$ cat config.mk
export PLATFORM = sky130hd
export DESIGN_NAME = fp_mul_pipe
export DESIGN_NICKNAME = d
export VERILOG_FILES = /design/src/rtl/fp_mul_pipe.sv
export SDC_FILE = /design/constraint.sdc
export NUM_CORES = 2
export LEC_CHECK = 0
export CAP_MARGIN = 10
export CORE_UTILIZATION = 40
export CTS_CLUSTER_DIAMETER = 60
export DETAILED_ROUTE_END_ITERATION = 6
export PLACE_DENSITY = 0.6
export SLEW_MARGIN = 20
export SYNTH_ARGS = -nofsm -noshare
export SYNTH_HDL_FRONTEND = slang
export SYNTH_SLANG_ARGS = --single-unit
$ cat constraint.sdc
create_clock -name clk -period 4.7 [get_ports clk]
set_input_delay 1.41 -clock clk [delete_from_list [all_inputs] [get_ports clk]]
set_output_delay 1.41 -clock clk [all_outputs]
set_load 0.01 [all_outputs]
$ cat src/rtl/fp_mul_pipe.sv
// fp_mul_pipe: three-stage pipelined IEEE-754 multiplier with valid/ready handshakes.
//   Stage 1 unpacks the operands, classifies them and forms the full mantissa product.
//   Stage 2 normalises by at most one place and rounds using guard + sticky.
//   Stage 3 resolves specials, overflow by rounding mode and underflow, then packs.
// Subnormal inputs are flushed to zero and no subnormal result is ever produced.
module fp_mul_pipe #(
  parameter int EXP_W  = 8,
  parameter int FRAC_W = 23
) (
  input  logic                        clk,
  input  logic                        rst_n,
  input  logic                        in_valid,
  output logic                        in_ready,
  input  logic [EXP_W+FRAC_W:0]       fp_X,
  input  logic [EXP_W+FRAC_W:0]       fp_Y,
  input  logic [2:0]                  r_mode,
  output logic                        out_valid,
  input  logic                        out_ready,
  output logic [EXP_W+FRAC_W:0]       fp_Z,
  output logic                        ovrf,
  output logic                        udrf,
  output logic                        zer,
  output logic                        inf,
  output logic                        nan
);

  localparam int W    = 1 + EXP_W + FRAC_W;
  localparam int MW   = FRAC_W + 1;          // mantissa width including hidden one
  localparam int PW   = 2 * MW;              // full product width
  localparam int EW   = EXP_W + 2;           // exponent working width (sign + headroom)
  localparam int BIAS = (1 << (EXP_W - 1)) - 1;

  localparam logic [EW-1:0]     BIAS_EW   = EW'(BIAS);
  localparam logic [EW-1:0]     EXP_LIMIT = EW'((1 << EXP_W) - 1);
  localparam logic [EXP_W-1:0]  EXP_ONES  = '1;
  localparam logic [EXP_W-1:0]  EXP_MAXF  = {{(EXP_W-1){1'b1}}, 1'b0};
  localparam logic [FRAC_W-1:0] FRAC_ONES = '1;
  localparam logic [FRAC_W-1:0] QNAN_FRAC = {1'b1, {(FRAC_W-1){1'b0}}};

  localparam logic [2:0] RM_RNE = 3'd0;
  localparam logic [2:0] RM_RTZ = 3'd1;
  localparam logic [2:0] RM_RDN = 3'd2;
  localparam logic [2:0] RM_RUP = 3'd3;
  localparam logic [2:0] RM_RMM = 3'd4;

  // ---------------------------------------------------------------------------
  // Handshake: every stage moves together, only when the output slot frees up.
  // ---------------------------------------------------------------------------
  logic rdy_en_reg;
  logic advance;
  logic accept;
  logic s1_valid_reg;
  logic s2_valid_reg;
  logic s3_valid_reg;

  assign advance   = !s3_valid_reg || out_ready;
  assign in_ready  = rdy_en_reg && advance;
  assign accept    = in_valid && in_ready;
  assign out_valid = s3_valid_reg;

  // in_ready stays low while in reset and for the first cycle after release
  always_ff @(posedge clk or negedge rst_n) begin
    if (!rst_n) rdy_en_reg <= 1'b0;
    else        rdy_en_reg <= 1'b1;
  end

  // ---------------------------------------------------------------------------
  // Operand unpack and classification, identical for both operands.
  // ---------------------------------------------------------------------------
  logic [W-1:0]      op_word [2];
  logic              op_sign [2];
  logic [EXP_W-1:0]  op_exp  [2];
  logic [FRAC_W-1:0] op_frac [2];
  logic              op_nan  [2];
  logic              op_inf  [2];
  logic              op_zero [2];

  assign op_word[0] = fp_X;
  assign op_word[1] = fp_Y;

  genvar gi;
  generate
    for (gi = 0; gi < 2; gi++) begin : g_unpack
      assign op_sign[gi] = op_word[gi][W-1];
      assign op_exp[gi]  = op_word[gi][W-2 -: EXP_W];
      assign op_frac[gi] = op_word[gi][FRAC_W-1:0];
      assign op_nan[gi]  = (op_exp[gi] == EXP_ONES) && (op_frac[gi] != '0);
      assign op_inf[gi]  = (op_exp[gi] == EXP_ONES) && (op_frac[gi] == '0);
      // exp==0 covers both true zero and flushed subnormals
      assign op_zero[gi] = (op_exp[gi] == '0);
    end
  endgenerate

  // Class is resolved here with full priority so later stages carry one-hot flags.
  logic          cls_nan_c;
  logic          cls_inf_c;
  logic          cls_zero_c;
  logic          sign_c;
  logic [EW-1:0] exp_sum_c;
  logic [PW-1:0] prod_c;
  logic [2:0]    rm_c;

  assign cls_nan_c  = op_nan[0] || op_nan[1] ||
                      (op_inf[0] && op_zero[1]) || (op_inf[1] && op_zero[0]);
  assign cls_inf_c  = !cls_nan_c && (op_inf[0] || op_inf[1]);
  assign cls_zero_c = !cls_nan_c && !cls_inf_c && (op_zero[0] || op_zero[1]);
  assign sign_c     = op_sign[0] ^ op_sign[1];
  assign exp_sum_c  = {2'b00, op_exp[0]} + {2'b00, op_exp[1]} - BIAS_EW;
  assign prod_c     = {{MW{1'b0}}, 1'b1, op_frac[0]} * {{MW{1'b0}}, 1'b1, op_frac[1]};
  // Reserved rounding-mode encodings behave as round-to-nearest-even
  assign rm_c       = (r_mode > RM_RMM) ? RM_RNE : r_mode;

  logic          s1_sign_reg;
  logic          s1_nan_reg;
  logic          s1_inf_reg;
  logic          s1_zero_reg;
  logic [EW-1:0] s1_exp_reg;
  logic [PW-1:0] s1_prod_reg;
  logic [2:0]    s1_rm_reg;

  // Stage 1 register: capture classified operands and the raw mantissa product
  always_ff @(posedge clk or negedge rst_n) begin
    if (!rst_n) begin
      s1_valid_reg <= 1'b0;
      s1_sign_reg  <= 1'b0;
      s1_nan_reg   <= 1'b0;
      s1_inf_reg   <= 1'b0;
      s1_zero_reg  <= 1'b0;
      s1_exp_reg   <= '0;
      s1_prod_reg  <= '0;
      s1_rm_reg    <= RM_RNE;
    end else if (advance) begin
      s1_valid_reg <= accept;
      if (accept) begin
        s1_sign_reg <= sign_c;
        s1_nan_reg  <= cls_nan_c;
        s1_inf_reg  <= cls_inf_c;
        s1_zero_reg <= cls_zero_c;
        s1_exp_reg  <= exp_sum_c;
        s1_prod_reg <= prod_c;
        s1_rm_reg   <= rm_c;
      end
    end
  end

  // ---------------------------------------------------------------------------
  // Stage 2 logic: normalise (product of two [1,2) values lies in [1,4)) and round.
  // ---------------------------------------------------------------------------
  logic              norm_c;
  logic [PW-1:0]     prod_n_c;
  logic [FRAC_W-1:0] frac_keep_c;
  logic              guard_c;
  logic              sticky_c;
  logic              round_up_c;
  logic [FRAC_W:0]   frac_sum_c;
  logic              rcarry_c;
  logic [EW-1:0]     exp_norm_c;

  assign norm_c      = s1_prod_reg[PW-1];
  assign prod_n_c    = norm_c ? s1_prod_reg : {s1_prod_reg[PW-2:0], 1'b0};
  // After alignment the hidden one sits at PW-1; the kept fraction follows it
  assign frac_keep_c = prod_n_c[PW-2 -: FRAC_W];
  assign guard_c     = prod_n_c[FRAC_W];
  assign sticky_c    = |prod_n_c[FRAC_W-1:0];

  // Rounding increment decision per mode from guard, sticky and result sign
  always_comb begin
    round_up_c = 1'b0;
    case (s1_rm_reg)
      RM_RTZ:  round_up_c = 1'b0;
      RM_RDN:  round_up_c = s1_sign_reg && (guard_c || sticky_c);
      RM_RUP:  round_up_c = !s1_sign_reg && (guard_c || sticky_c);
      RM_RMM:  round_up_c = guard_c;
      default: round_up_c = guard_c && (sticky_c || frac_keep_c[0]);
    endcase
  end

  // A carry out of the fraction leaves it all-zero, i.e. mantissa 1.0 at exp+1
  assign frac_sum_c = {1'b0, frac_keep_c} + {{FRAC_W{1'b0}}, round_up_c};
  assign rcarry_c   = frac_sum_c[FRAC_W];
  assign exp_norm_c = s1_exp_reg + EW'(norm_c) + EW'(rcarry_c);

  logic              s2_sign_reg;
  logic              s2_nan_reg;
  logic              s2_inf_reg;
  logic              s2_zero_reg;
  logic [EW-1:0]     s2_exp_reg;
  logic [FRAC_W-1:0] s2_frac_reg;
  logic [2:0]        s2_rm_reg;

  // Stage 2 register: rounded fraction and final unclamped exponent
  always_ff @(posedge clk or negedge rst_n) begin
    if (!rst_n) begin
      s2_valid_reg <= 1'b0;
      s2_sign_reg  <= 1'b0;
      s2_nan_reg   <= 1'b0;
      s2_inf_reg   <= 1'b0;
      s2_zero_reg  <= 1'b0;
      s2_exp_reg   <= '0;
      s2_frac_reg  <= '0;
      s2_rm_reg    <= RM_RNE;
    end else if (advance) begin
      s2_valid_reg <= s1_valid_reg;
      if (s1_valid_reg) begin
        s2_sign_reg <= s1_sign_reg;
        s2_nan_reg  <= s1_nan_reg;
        s2_inf_reg  <= s1_inf_reg;
        s2_zero_reg <= s1_zero_reg;
        s2_exp_reg  <= exp_norm_c;
        s2_frac_reg <= frac_sum_c[FRAC_W-1:0];
        s2_rm_reg   <= s1_rm_reg;
      end
    end
  end

  // ---------------------------------------------------------------------------
  // Stage 3 logic: exceptions, overflow/underflow and packing.
  // ---------------------------------------------------------------------------
  logic         exp_neg_c;
  logic         exp_ovf_c;
  logic         exp_udf_c;
  logic         ovf_to_inf_c;
  logic [W-1:0] z_c;
  logic         ovrf_c;
  logic         udrf_c;
  logic         zer_c;
  logic         inf_c;
  logic         nan_c;

  assign exp_neg_c = s2_exp_reg[EW-1];
  assign exp_ovf_c = !exp_neg_c && (s2_exp_reg >= EXP_LIMIT);
  assign exp_udf_c = exp_neg_c || (s2_exp_reg == '0);

  // Overflow saturates to infinity only when the rounding direction points away from zero
  always_comb begin
    ovf_to_inf_c = 1'b1;
    case (s2_rm_reg)
      RM_RTZ:  ovf_to_inf_c = 1'b0;
      RM_RDN:  ovf_to_inf_c = s2_sign_reg;
      RM_RUP:  ovf_to_inf_c = !s2_sign_reg;
      default: ovf_to_inf_c = 1'b1;
    endcase
  end

  // Result selection in priority order: NaN, infinity, zero, then the normal path
  always_comb begin
    z_c    = '0;
    ovrf_c = 1'b0;
    udrf_c = 1'b0;
    zer_c  = 1'b0;
    inf_c  = 1'b0;
    nan_c  = 1'b0;
    if (s2_nan_reg) begin
      z_c   = {1'b0, EXP_ONES, QNAN_FRAC};
      nan_c = 1'b1;
    end else if (s2_inf_reg) begin
      z_c   = {s2_sign_reg, EXP_ONES, {FRAC_W{1'b0}}};
      inf_c = 1'b1;
    end else if (s2_zero_reg) begin
      z_c   = {s2_sign_reg, {(W-1){1'b0}}};
      zer_c = 1'b1;
    end else if (exp_ovf_c) begin
      ovrf_c = 1'b1;
      if (ovf_to_inf_c) begin
        z_c   = {s2_sign_reg, EXP_ONES, {FRAC_W{1'b0}}};
        inf_c = 1'b1;
      end else begin
        z_c = {s2_sign_reg, EXP_MAXF, FRAC_ONES};
      end
    end else if (exp_udf_c) begin
      z_c    = {s2_sign_reg, {(W-1){1'b0}}};
      udrf_c = 1'b1;
      zer_c  = 1'b1;
    end else begin
      z_c = {s2_sign_reg, s2_exp_reg[EXP_W-1:0], s2_frac_reg};
    end
  end

  logic [W-1:0] z_reg;
  logic         ovrf_reg;
  logic         udrf_reg;
  logic         zer_reg;
  logic         inf_reg;
  logic         nan_reg;

  // Stage 3 register: result and flags; frozen while the consumer stalls
  always_ff @(posedge clk or negedge rst_n) begin
    if (!rst_n) begin
      s3_valid_reg <= 1'b0;
      z_reg        <= '0;
      ovrf_reg     <= 1'b0;
      udrf_reg     <= 1'b0;
      zer_reg      <= 1'b0;
      inf_reg      <= 1'b0;
      nan_reg      <= 1'b0;
    end else if (advance) begin
      s3_valid_reg <= s2_valid_reg;
      if (s2_valid_reg) begin
        z_reg    <= z_c;
        ovrf_reg <= ovrf_c;
        udrf_reg <= udrf_c;
        zer_reg  <= zer_c;
        inf_reg  <= inf_c;
        nan_reg  <= nan_c;
      end
    end
  end

  assign fp_Z = z_reg;
  assign ovrf = ovrf_reg;
  assign udrf = udrf_reg;
  assign zer  = zer_reg;
  assign inf  = inf_reg;
  assign nan  = nan_reg;

endmodule

==> impl_metrics.py <==
metrics = {
    "run_status": {
        "status": "complete, but fails checks",
        "violations": "setup timing",
    },
    "yosys": {
        "synth-seq-cells": 146,
        "synth-edff-count": 0,
        "syn_area_mm2": 0.0262,
        "syn_area_per_cell_um2": 8.79,
        "syn_nets": 3723,
        "ys_types": 69,
        "async_reset_ff_share_pct": 100,
        "synth_cells": 2977,
        "ys_seq_area_share_pct": 14.0,
        "synth_warnings": 0,
        "synth_flop_cell": "dfrtp_1",
    },
    "critical_path": {
        "cp-start-kind": "input pin",
        "reg2reg_depth": 18,
        "path_class": "in2reg",
        "cpPeakStageDelay_ns": 0.55,
        "end_kind": "flip-flop",
        "crit_required_ns": 5.01,
        "critPathArrivalTime_ns": 7.56,
        "r2r_slack_ns": 0.94,
        "worst_path_max_delay_cell": "fa_1",
        "path_max_fanout": 4,
        "rr_startpoint": "s1_prod_reg[47]",
        "regToRegEndpoint": "s2_exp_reg[9]",
        "cp_common_cell": "fa_1",
    },
    "layout": {
        "nNetsFinal": 4247,
        "area_delta_synth_final_pct": 36.4,
        "design_area_mm2": 0.0357,
        "drive_gt1_share_pct": 29.3,
        "multiInputGateArea_mm2": 0.0215,
        "layout.cells.non_filler": 4369,
        "seqCellArea_mm2": 0.00365,
        "antenna_cells": 0,
        "largest_reg_flops": 48,
        "final_common_cell": "inv_1",
        "fillers": 5593,
        "most-common-layout-cells": "inv_1, nand2_1, fa_1",
        "finalCoreUtilization_pct": 55.3,
    },
    "floorplan": {
        "die_height_um": 258,
        "start_util_pct": 40.5,
        "rows": 93,
        "io-pin-count": 110,
        "dieArea_mm2": 0.0665,
        "core_mm2": 0.0646,
        "fp.dieW_um": 258,
    },
    "drt": {
        "drc": 0,
        "via_per_inst": 5.08,
        "wl_per_cell_um": 18.8,
        "postRouteAntennaNets": 0,
        "drt_pass1_iterations": 6,
        "drt_iter0_drc": 1639,
        "routed-via-count": 22180,
        "wirelength_mm": 82.3,
    },
    "clock_network": {
        "clk_pin_slew_ns": 0.06,
        "htree_num_levels": 4,
        "cts-root-buf": "clkbuf_16",
        "clockBufferDepth": 2,
        "cts_hold_buf": 0,
        "clk-insertion-delay-late_ns": 0.43,
        "cts_tree": "done",
        "cts_buffers": 17,
        "cts.sinks": 146,
    },
    "hold_path": {
        "min_path_cells": 2,
        "hold_path.startpoint": "s1_zero_reg",
        "min_path_type": "reg2reg",
        "holdPathEnd": "s1_zero_reg",
    },
    "timing": {
        "slew_violations": 0,
        "relSlewSlack_pct": 27.5,
        "setup_viol": 42,
        "worstMarginPinSlew_ns": 1.08,
        "fmax_mhz": 138,
        "finalCriticalPeriod_ns": 7.25,
        "hold_viol": 0,
        "fin_ws_ns": -2.55,
        "rsz0062_at_grt": "true",
        "finalCritPeriodShare_pct": 154,
        "clock-skew-final_ns": 0.00773,
    },
    "grt": {
        "antenna_found_initial": 0,
        "grt_pass1_wl_mm": 130,
        "grt_pass1_vias": 23626,
        "grt_util_all_layers_pct": 24.9,
        "grt_max_degree": 98,
        "overflow": 0,
    },
    "job": {
        "drv_cap": 0,
    },
    "placement": {
        "hpwl_mm": 64.2,
        "gp_congestion": 0.912,
        "preCtsSetupSlack_ns": -3.58,
        "dpl_cell_area_mm2": 0.0316,
        "place_inst": 4146,
        "port_buffers": 109,
    },
}
## cell families (layout without fill, tap and decap cells)
family	count (synthesis)	after routing	share of synthesized area (%)
simple gates	947	947	17.1
flops	146	146	14.0
fa+ha+maj	675	675	46.1
other cells	1	1	0.0143
compound gates	343	343	7.93
buf+inv	751	1288	10.8
xor+xnor	85	85	2.84
mux	29	29	1.19
## synth_stat cells (3+ instances only)
master | n | area share, %
a211oi_1 | 5 | 0.14
clkbuf_1 | 136 | 2.0
o21a_1 | 7 | 0.20
nand2_1 | 474 | 6.8
nor3_1 | 8 | 0.15
a2111o_1 | 3 | 0.13
dfrtp_1 | 146 | 14
nand4_1 | 26 | 0.62
a21oi_1 | 95 | 1.8
o31ai_1 | 9 | 0.26
buf_2 | 9 | 0.17
nand3_1 | 26 | 0.50
o21bai_1 | 16 | 0.46
mux2_2 | 18 | 0.77
ha_1 | 191 | 9.1
a21o_1 | 28 | 0.80
nor2b_1 | 7 | 0.17
and2_1 | 247 | 5.9
nand2b_1 | 10 | 0.24
xor2_1 | 34 | 1.1
fa_1 | 484 | 37
a211o_1 | 5 | 0.17
a31oi_1 | 8 | 0.19
inv_1 | 596 | 8.5
o211ai_1 | 3 | 0.086
clkinv_1 | 4 | 0.057
nor2_1 | 99 | 1.4
buf_1 | 5 | 0.072
o22ai_1 | 10 | 0.24
o21ai_0 | 123 | 2.4
mux2i_1 | 11 | 0.42
xnor2_1 | 51 | 1.7
nor4_1 | 24 | 0.57
and3_1 | 11 | 0.26
## timing repair
item / in CTS / in global routing
endpoints found under the setup margin: 43 / 42
gates resized for setup: 541 / 166
pin swaps: 217 / 79
buffers inserted: 155 / 39
gates cloned: 11 / 2
## how the worst max path moves through the flow
stage | start | to | slack, ns | depth (start not counted)
floorplan | fp_X[6] | s1_prod_reg[46] | -2.40 | 25
global placement | fp_Y[3] | s1_prod_reg[43] | -3.51 | 25
detailed placement | fp_Y[3] | s1_prod_reg[43] | -3.58 | 25
CTS | fp_X[11] | s1_prod_reg[37] | -2.53 | 25
global route | fp_Y[19] | s1_prod_reg[45] | -2.73 | 22
finish | fp_X[11] | s1_prod_reg[33] | -2.55 | 26
## stage by stage
stage	TNS (ns)	hold slack (ns)
after global routing	-91.74	0.500
after global placement	-124.40	0.455
after detailed placement	-126.75	0.462
final	-84.72	0.474
after CTS	-85.08	0.476
after floorplan	-76.42	0.435
## final cells by class
cell class,instances,area share (%)
multi-input cells,2080,60.3
repair buffers,656,18.4
flip-flops and latches,146,10.2
inverters,600,6.42
well taps,855,3.00
clock buffers,18,1.20
clock inverters,14,0.505
## per-layer routing
| layer | up-vias | part of all wire (%) | GRT usage (%) |
|---|---|---|---|
| li1 | 10148 | - | - |
| met1 | 11080 | 43 | 33.6 |
| met2 | 787 | 47 | 41.7 |
| met3 | 165 | 6.2 | 2.82 |
| met4 | 0 | 4.0 | 8.42 |
| met5 | - | 0 | 0 |
## worst max-delay path, delay by kind of cell
family	cells	cell delay, ns
buffers and inverters	9	0.79
AO/OA/AOI/OAI	4	0.58
XOR/XNOR	1	0.20
adder cells (fa/ha/maj)	8	3.84
AND/OR/NAND/NOR	4	0.75
Power is not shown: default switching activity piles up to over one toggle a cycle in this logic, so the estimate is an artifact.
==> variant 1: new RTL, same settings <==
`EXP_W`: 8 -> 9.
--- a/src/rtl/fp_mul_pipe.sv
+++ b/src/rtl/fp_mul_pipe.sv
@@ -4,7 +4,7 @@
 //   Stage 3 resolves specials, overflow by rounding mode and underflow, then packs.
 // Subnormal inputs are flushed to zero and no subnormal result is ever produced.
 module fp_mul_pipe #(
-  parameter int EXP_W  = 8,
+  parameter int EXP_W  = 9,
   parameter int FRAC_W = 23
 ) (
   input  logic                        clk,
Ports: changed (resized fp_X, fp_Y and fp_Z); port bits go from 110 to 113. The function was not compared with the original's and may differ.
==> variant 1 against the original RTL <==
The run still ends with negative setup slack left; design area up 0.62%; area after synthesis up 1.2%; worst setup slack better by 0.020 ns; wire length up 2.0%; synthesized cell count up 1.1%; sequential cell count up 3; worst hold slack better by 0.0037 ns; critical endpoint is now s1_prod_reg[40]; largest cell class unchanged; highest routed layer is now met5.
Power is not shown: default switching activity piles up to over one toggle a cycle in this logic, so the estimate is an artifact.
==> variant 1: results (changes against the original RTL) <==
| Metric | Value |
|---|---|
| Status | `complete, but fails checks` |
| Failing checks | `negative setup slack` |
| Adder-cell area share of the yosys netlist | `45.7% (-0.46 points)` |
| Synth area leaders | `fa_1, dfrtp_1, ha_1, inv_1, nand2_1` |
| Clock Skew | `0.0114 ns (+0.00369 ns)` |
| Crit Path Max Fanout | `6 (+2)` |
| Port bufs | `112 (+2.8%)` |
| Setup TNS | `-83.21 ns (+1.51 ns)` |
| CP arrival | `7.53 ns (-0.03 ns)` |
| Top Metal Used | `met5` |
| Setup ws final | `-2.53 ns (+0.0203 ns)` |
| WHS | `0.477 ns (+0.00373 ns)` |
| Crit path from | `fp_X[16]` |
| Initial antenna violation count | `2 (+2)` |
| First-pass GRT wire length | `132000 um (+1.9%)` |
| Final GP Congestion | `0.909 (-0.30%)` |
| Hold Path End | `fp_Z[11]` |
| Compound-Gate Fraction of Synth Area | `8.12% (+0.20 points)` |
| Warnings from Yosys | `0 (unchanged)` |
| Min-delay src | `fp_Z[11]` |
| M1 WL | `35100 um (-0.40%)` |
| Routing usage on met3 | `3.11% (+0.30 points)` |
| Fill count | `5571 (-0.39%)` |
| Layout cells sized above 1 | `29.5% (+0.23 points)` |
| Share of the yosys chip area belonging to registers | `14.1% (+0.11 points)` |
| Layout Nets | `4234 (-0.31%)` |
| Netlist cell types | `72 (+4.3%)` |
| Met2 WL | `40000 um (+3.3%)` |
| CP peak stage delay | `0.58 ns (+0.03 ns)` |
| Xor-xnor portion of the synthesized cell area | `2.61% (-0.23 points)` |
| Met3 Wirelength | `4990 um (-2.7%)` |
| Drt first pass iters | `6 (unchanged)` |
| Reg-to-Reg End | `s2_exp_reg[10]` |
| Vias in the first global route | `23900 (+1.2%)` |
| Slew headroom | `30.5% (+3.0 points)` |
| Initial drt markers | `1410 (-14%)` |
| Clk_lat worst skew | `0.41 ns (-0.02 ns)` |
| Setup-failing EPs final | `41 (-2.4%)` |
| All-Layer GR Usage | `25.3% (+0.32 points)` |
| Syn Nets | `3761 (+1.0%)` |
| Worst reg2reg setup slack | `0.61 ns (-0.33 ns)` |
| CP endpoint | `s1_prod_reg[40]` |
| Top post-synthesis cells by count | `inv_1, fa_1, nand2_1` |
| Worst-case reg-to-reg path depth | `19 (+1)` |
| Largest net degree at the start of global routing | `110 (+12%)` |
| Grt met1 use | `33.1% (-0.49 points)` |
| Multiplexer area fraction after synthesis | `0.935% (-0.26 points)` |
[variant 1: final cells by class]
cell class                 count  area share [%]
multi-input combinational   2101            60.2
timing repair buffer         606            18.2
sequential                   149            10.4
inverter                     609            6.48
tap                          855            2.98
clock buffer                  19            1.26
clock inverter                13           0.439
antenna                        1         0.00696
[variant 1: stage by stage]
stage | setup WS (ns) | instances | util, % | cell area, um2
after floorplan | -2.47 | 3011 | - | 27400
after global routing | -2.68 | 4352 | 55.3 | 35900
after global placement | -3.34 | 4148 | 48.5 | 31500
after CTS | -2.56 | 4318 | 53.5 | 34700
after detailed placement | -3.39 | 4148 | 48.5 | 31500
final | -2.53 | 4353 | 55.3 | 35900
[variant 1: repair_timing]
item / CTS / global route
gates resized for setup: 479 / 328
setup buffers: 108 / 47
hold buffers: 0 / 0
pin swaps: 164 / 219
cloned: 33 / 0
hold endpoints to repair: 0 / 0
endpoints found under the setup margin: 43 / 42
[variant 1: worst register-to-register path, cell delays in order (launching register included)]
cell       delay, ns
dfrtp_1         0.44
mux2_2          0.27
o32ai_1         0.09
nand2_1         0.07
a21oi_1         0.07
nor2_1          0.12
ha_1            0.18
nand2_1         0.11
a2111oi_4       0.42
nand2_1         0.14
nor3_1          0.33
nand4_1         0.25
fa_1            0.45
inv_1           0.08
ha_1            0.18
nand3_1         0.15
nor2_1          0.19
nand3_1         0.11
xor2_1          0.18
o21ai_0         0.10
[variant 1: cells by family (layout without fill, tap and decap cells)]
| logic type | after synthesis | in the layout |
|---|---|---|
| XOR/XNOR | 79 | 79 |
| AND/OR/NAND/NOR | 970 | 970 |
| multiplexers | 23 | 23 |
| flip-flops | 149 | 149 |
| other | 1 | 2 |
| AO/OA/AOI/OAI | 351 | 351 |
| buffers and inverters | 761 | 1247 |
| adder cells (fa/ha/maj) | 677 | 677 |
==> variant 2: new RTL, same flow settings <==
Without the edit above. Make the reset (`rst_n`) synchronous in 4 clocked blocks.
--- a/src/rtl/fp_mul_pipe.sv
+++ b/src/rtl/fp_mul_pipe.sv
@@ -59,7 +59,7 @@
   assign out_valid = s3_valid_reg;
 
   // in_ready stays low while in reset and for the first cycle after release
-  always_ff @(posedge clk or negedge rst_n) begin
+  always_ff @(posedge clk) begin
     if (!rst_n) rdy_en_reg <= 1'b0;
     else        rdy_en_reg <= 1'b1;
   end
@@ -119,7 +119,7 @@
   logic [2:0]    s1_rm_reg;
 
   // Stage 1 register: capture classified operands and the raw mantissa product
-  always_ff @(posedge clk or negedge rst_n) begin
+  always_ff @(posedge clk) begin
     if (!rst_n) begin
       s1_valid_reg <= 1'b0;
       s1_sign_reg  <= 1'b0;
@@ -189,7 +189,7 @@
   logic [2:0]        s2_rm_reg;
 
   // Stage 2 register: rounded fraction and final unclamped exponent
-  always_ff @(posedge clk or negedge rst_n) begin
+  always_ff @(posedge clk) begin
     if (!rst_n) begin
       s2_valid_reg <= 1'b0;
       s2_sign_reg  <= 1'b0;
@@ -284,7 +284,7 @@
   logic         nan_reg;
 
   // Stage 3 register: result and flags; frozen while the consumer stalls
-  always_ff @(posedge clk or negedge rst_n) begin
+  always_ff @(posedge clk) begin
     if (!rst_n) begin
       s3_valid_reg <= 1'b0;
       z_reg        <= '0;
Behaviour: differs if rst_n is asserted again (counterexample within 4 cycles, from zero or initial values and one cycle with rst_n low); with rst_n held inactive, the same outputs for 4 cycles.
==> variant 2 against the original RTL <==
The flow still finishes with violations (negative setup slack); wire length is 1.2% lower; design area down 3.0%; worst setup slack improved by 0.081 ns; count of clock-buffer cells in the layout stayed put; sequential cell count unchanged; final cell count about the same; area after synthesis decreased by 1.4%.
Power is left out: the tool's default activity adds up to more than one toggle a clock period on the data nets, which glitch-free logic cannot reach.
==> variant 2: results (changes against the original RTL) <==
| Metric | Value |
|---|---|
| First-pass GRT wire length | `129000 um (-0.72%)` |
| Ys flop type | `dfxtp_1` |
| Initial drt markers | `1330 (-19%)` |
| Synth area leaders | `fa_1, dfxtp_1, ha_1, inv_1, nand2_1` |
| Worst-case reg-to-reg path depth | `15 (-3)` |
| Num CTS Buffers | `17 (unchanged)` |
| CTS Root Cell | `clkbuf_16` |
| CP arrival | `7.53 ns (-0.03 ns)` |
| Critical-path top delay cell | `fa_1` |
| Vias in the first global route | `23400 (-0.84%)` |
| Post-DP HPWL | `58900 um (-8.3%)` |
| Worst min-delay path class | `reg -> reg` |
| Slew headroom | `25.0% (-2.6 points)` |
| CTS H-tree lvls | `4 (unchanged)` |
| Drt first pass iters | `5 (-1)` |
| All-Layer GR Usage | `25.2% (+0.22 points)` |
| Clk_lat worst skew | `0.42 ns` |
| Syn Nets | `3813 (+2.4%)` |
| Initial antenna violation count | `1 (+1)` |
| Final GP Congestion | `0.891 (-2.3%)` |
| Layout Nets | `4253 (+0.14%)` |
| Clock Skew | `0.00839 ns (+0.000656 ns)` |
| Layout cells sized above 1 | `25.6% (-3.7 points)` |
| Warnings from Yosys | `0 (unchanged)` |
| Area Overhead vs Synth | `34.3%` |
| CTS Buffer Depth | `2 (unchanged)` |
| CP peak stage delay | `0.59 ns (+0.04 ns)` |
| Setup TNS | `-84.48 ns (+0.240 ns)` |
| Largest net degree at the start of global routing | `88 (-10%)` |
| Clk slew on worst S/H paths | `0.06 ns (about the same)` |
| Min Clock Period, post-route | `7.17 ns (-0.0806 ns)` |
| Crit Path Max Fanout | `5 (+1)` |
| Synth async-reset ratio | `0% (-100 points)` |
| Failing checks | `negative setup slack` |
| Share of the yosys chip area belonging to registers | `11.3% (-2.6 points)` |
| Netlist cell types | `67 (-2.9%)` |
| Top post-synthesis cells by count | `inv_1, fa_1, nand2_1` |
| Setup ws final | `-2.47 ns (+0.0806 ns)` |
| WL per Instance | `18.6 um (-1.2%)` |
| Number of flip-flops in the largest register | `48 (unchanged)` |
| Port bufs | `109 (unchanged)` |
| Vias | `22200 (+0.059%)` |
| Die X | `256 um (-0.72%)` |
| Hold Path Depth | `2 (unchanged)` |
| Status | `complete, but fails checks` |
| Setup-failing EPs final | `42 (unchanged)` |
| Top-count cell post-synth | `inv_1` |
| Placed inst area | `30600 um2 (-2.9%)` |
[variant 2: timing repair]
action	in CTS	in global routing
resized for setup	470	144
cloned	26	2
endpoints found under the setup margin	42	43
setup buffers	119	25
pin swaps	237	136
[variant 2: final timing paths]
kind	startpoint	to	slack (ns)
worst max-delay path	fp_Y[16]	s1_prod_reg[43]	-2.47
worst min-delay path	s2_frac_reg[22]	s2_frac_reg[22]	0.45
worst max register to register	s1_rm_reg[0]	s2_exp_reg[9]	0.33
worst min register to register	s2_frac_reg[22]	s2_frac_reg[22]	0.45
[variant 2: cell type report]
cell class,count,area (um2)
clock inverter,14,211
fill,5621,28800
antenna,2,5.00
clock buffer,18,439
inverter,604,2310
tap,846,1060
timing repair buffer,588,6110
multi-input combinational,2150,21600
sequential,146,2920
[variant 2: cells by family after synthesis]
| logic type | count (synthesis) | share of synthesized area, % |
|---|---|---|
| compound gates | 376 | 8.82 |
| xor+xnor | 66 | 2.24 |
| fa+ha+maj | 675 | 46.8 |
| buf+inv | 771 | 11.3 |
| flops | 146 | 11.3 |
| mux | 22 | 0.878 |
| simple gates | 1011 | 18.6 |
[variant 2: worst max-delay path, delay by kind of cell]
kind	cells	cell delay [ns]
simple gates	5	0.86
compound gates	3	0.65
buf+inv	6	0.68
fa+ha+maj	8	3.93
[variant 2: routing by layer]
| layer | up-vias | global-route usage (%) | wire length, um |
|---|---|---|---|
| met3 | 212 | 4.49 | 5540 |
| met1 | 11000 | 32.1 | 33700 |
| met2 | 691 | 41.5 | 37800 |
| li1 | 10300 | - | - |
| met4 | 0 | 11.4 | 4270 |
| met5 | - | 0 | 0 |
[variant 2: stage by stage]
step | setup WS [ns] | instances | hold slack, ns
6_report | -2.47 | 4368 | 0.453
5_1_grt | -2.64 | 4366 | 0.466
4_1_cts | -2.46 | 4346 | 0.455
3_5_place_dp | -3.40 | 4171 | 0.447
3_3_place_gp | -3.29 | 4171 | 0.441
2_1_floorplan | -2.41 | 3067 | 0.429
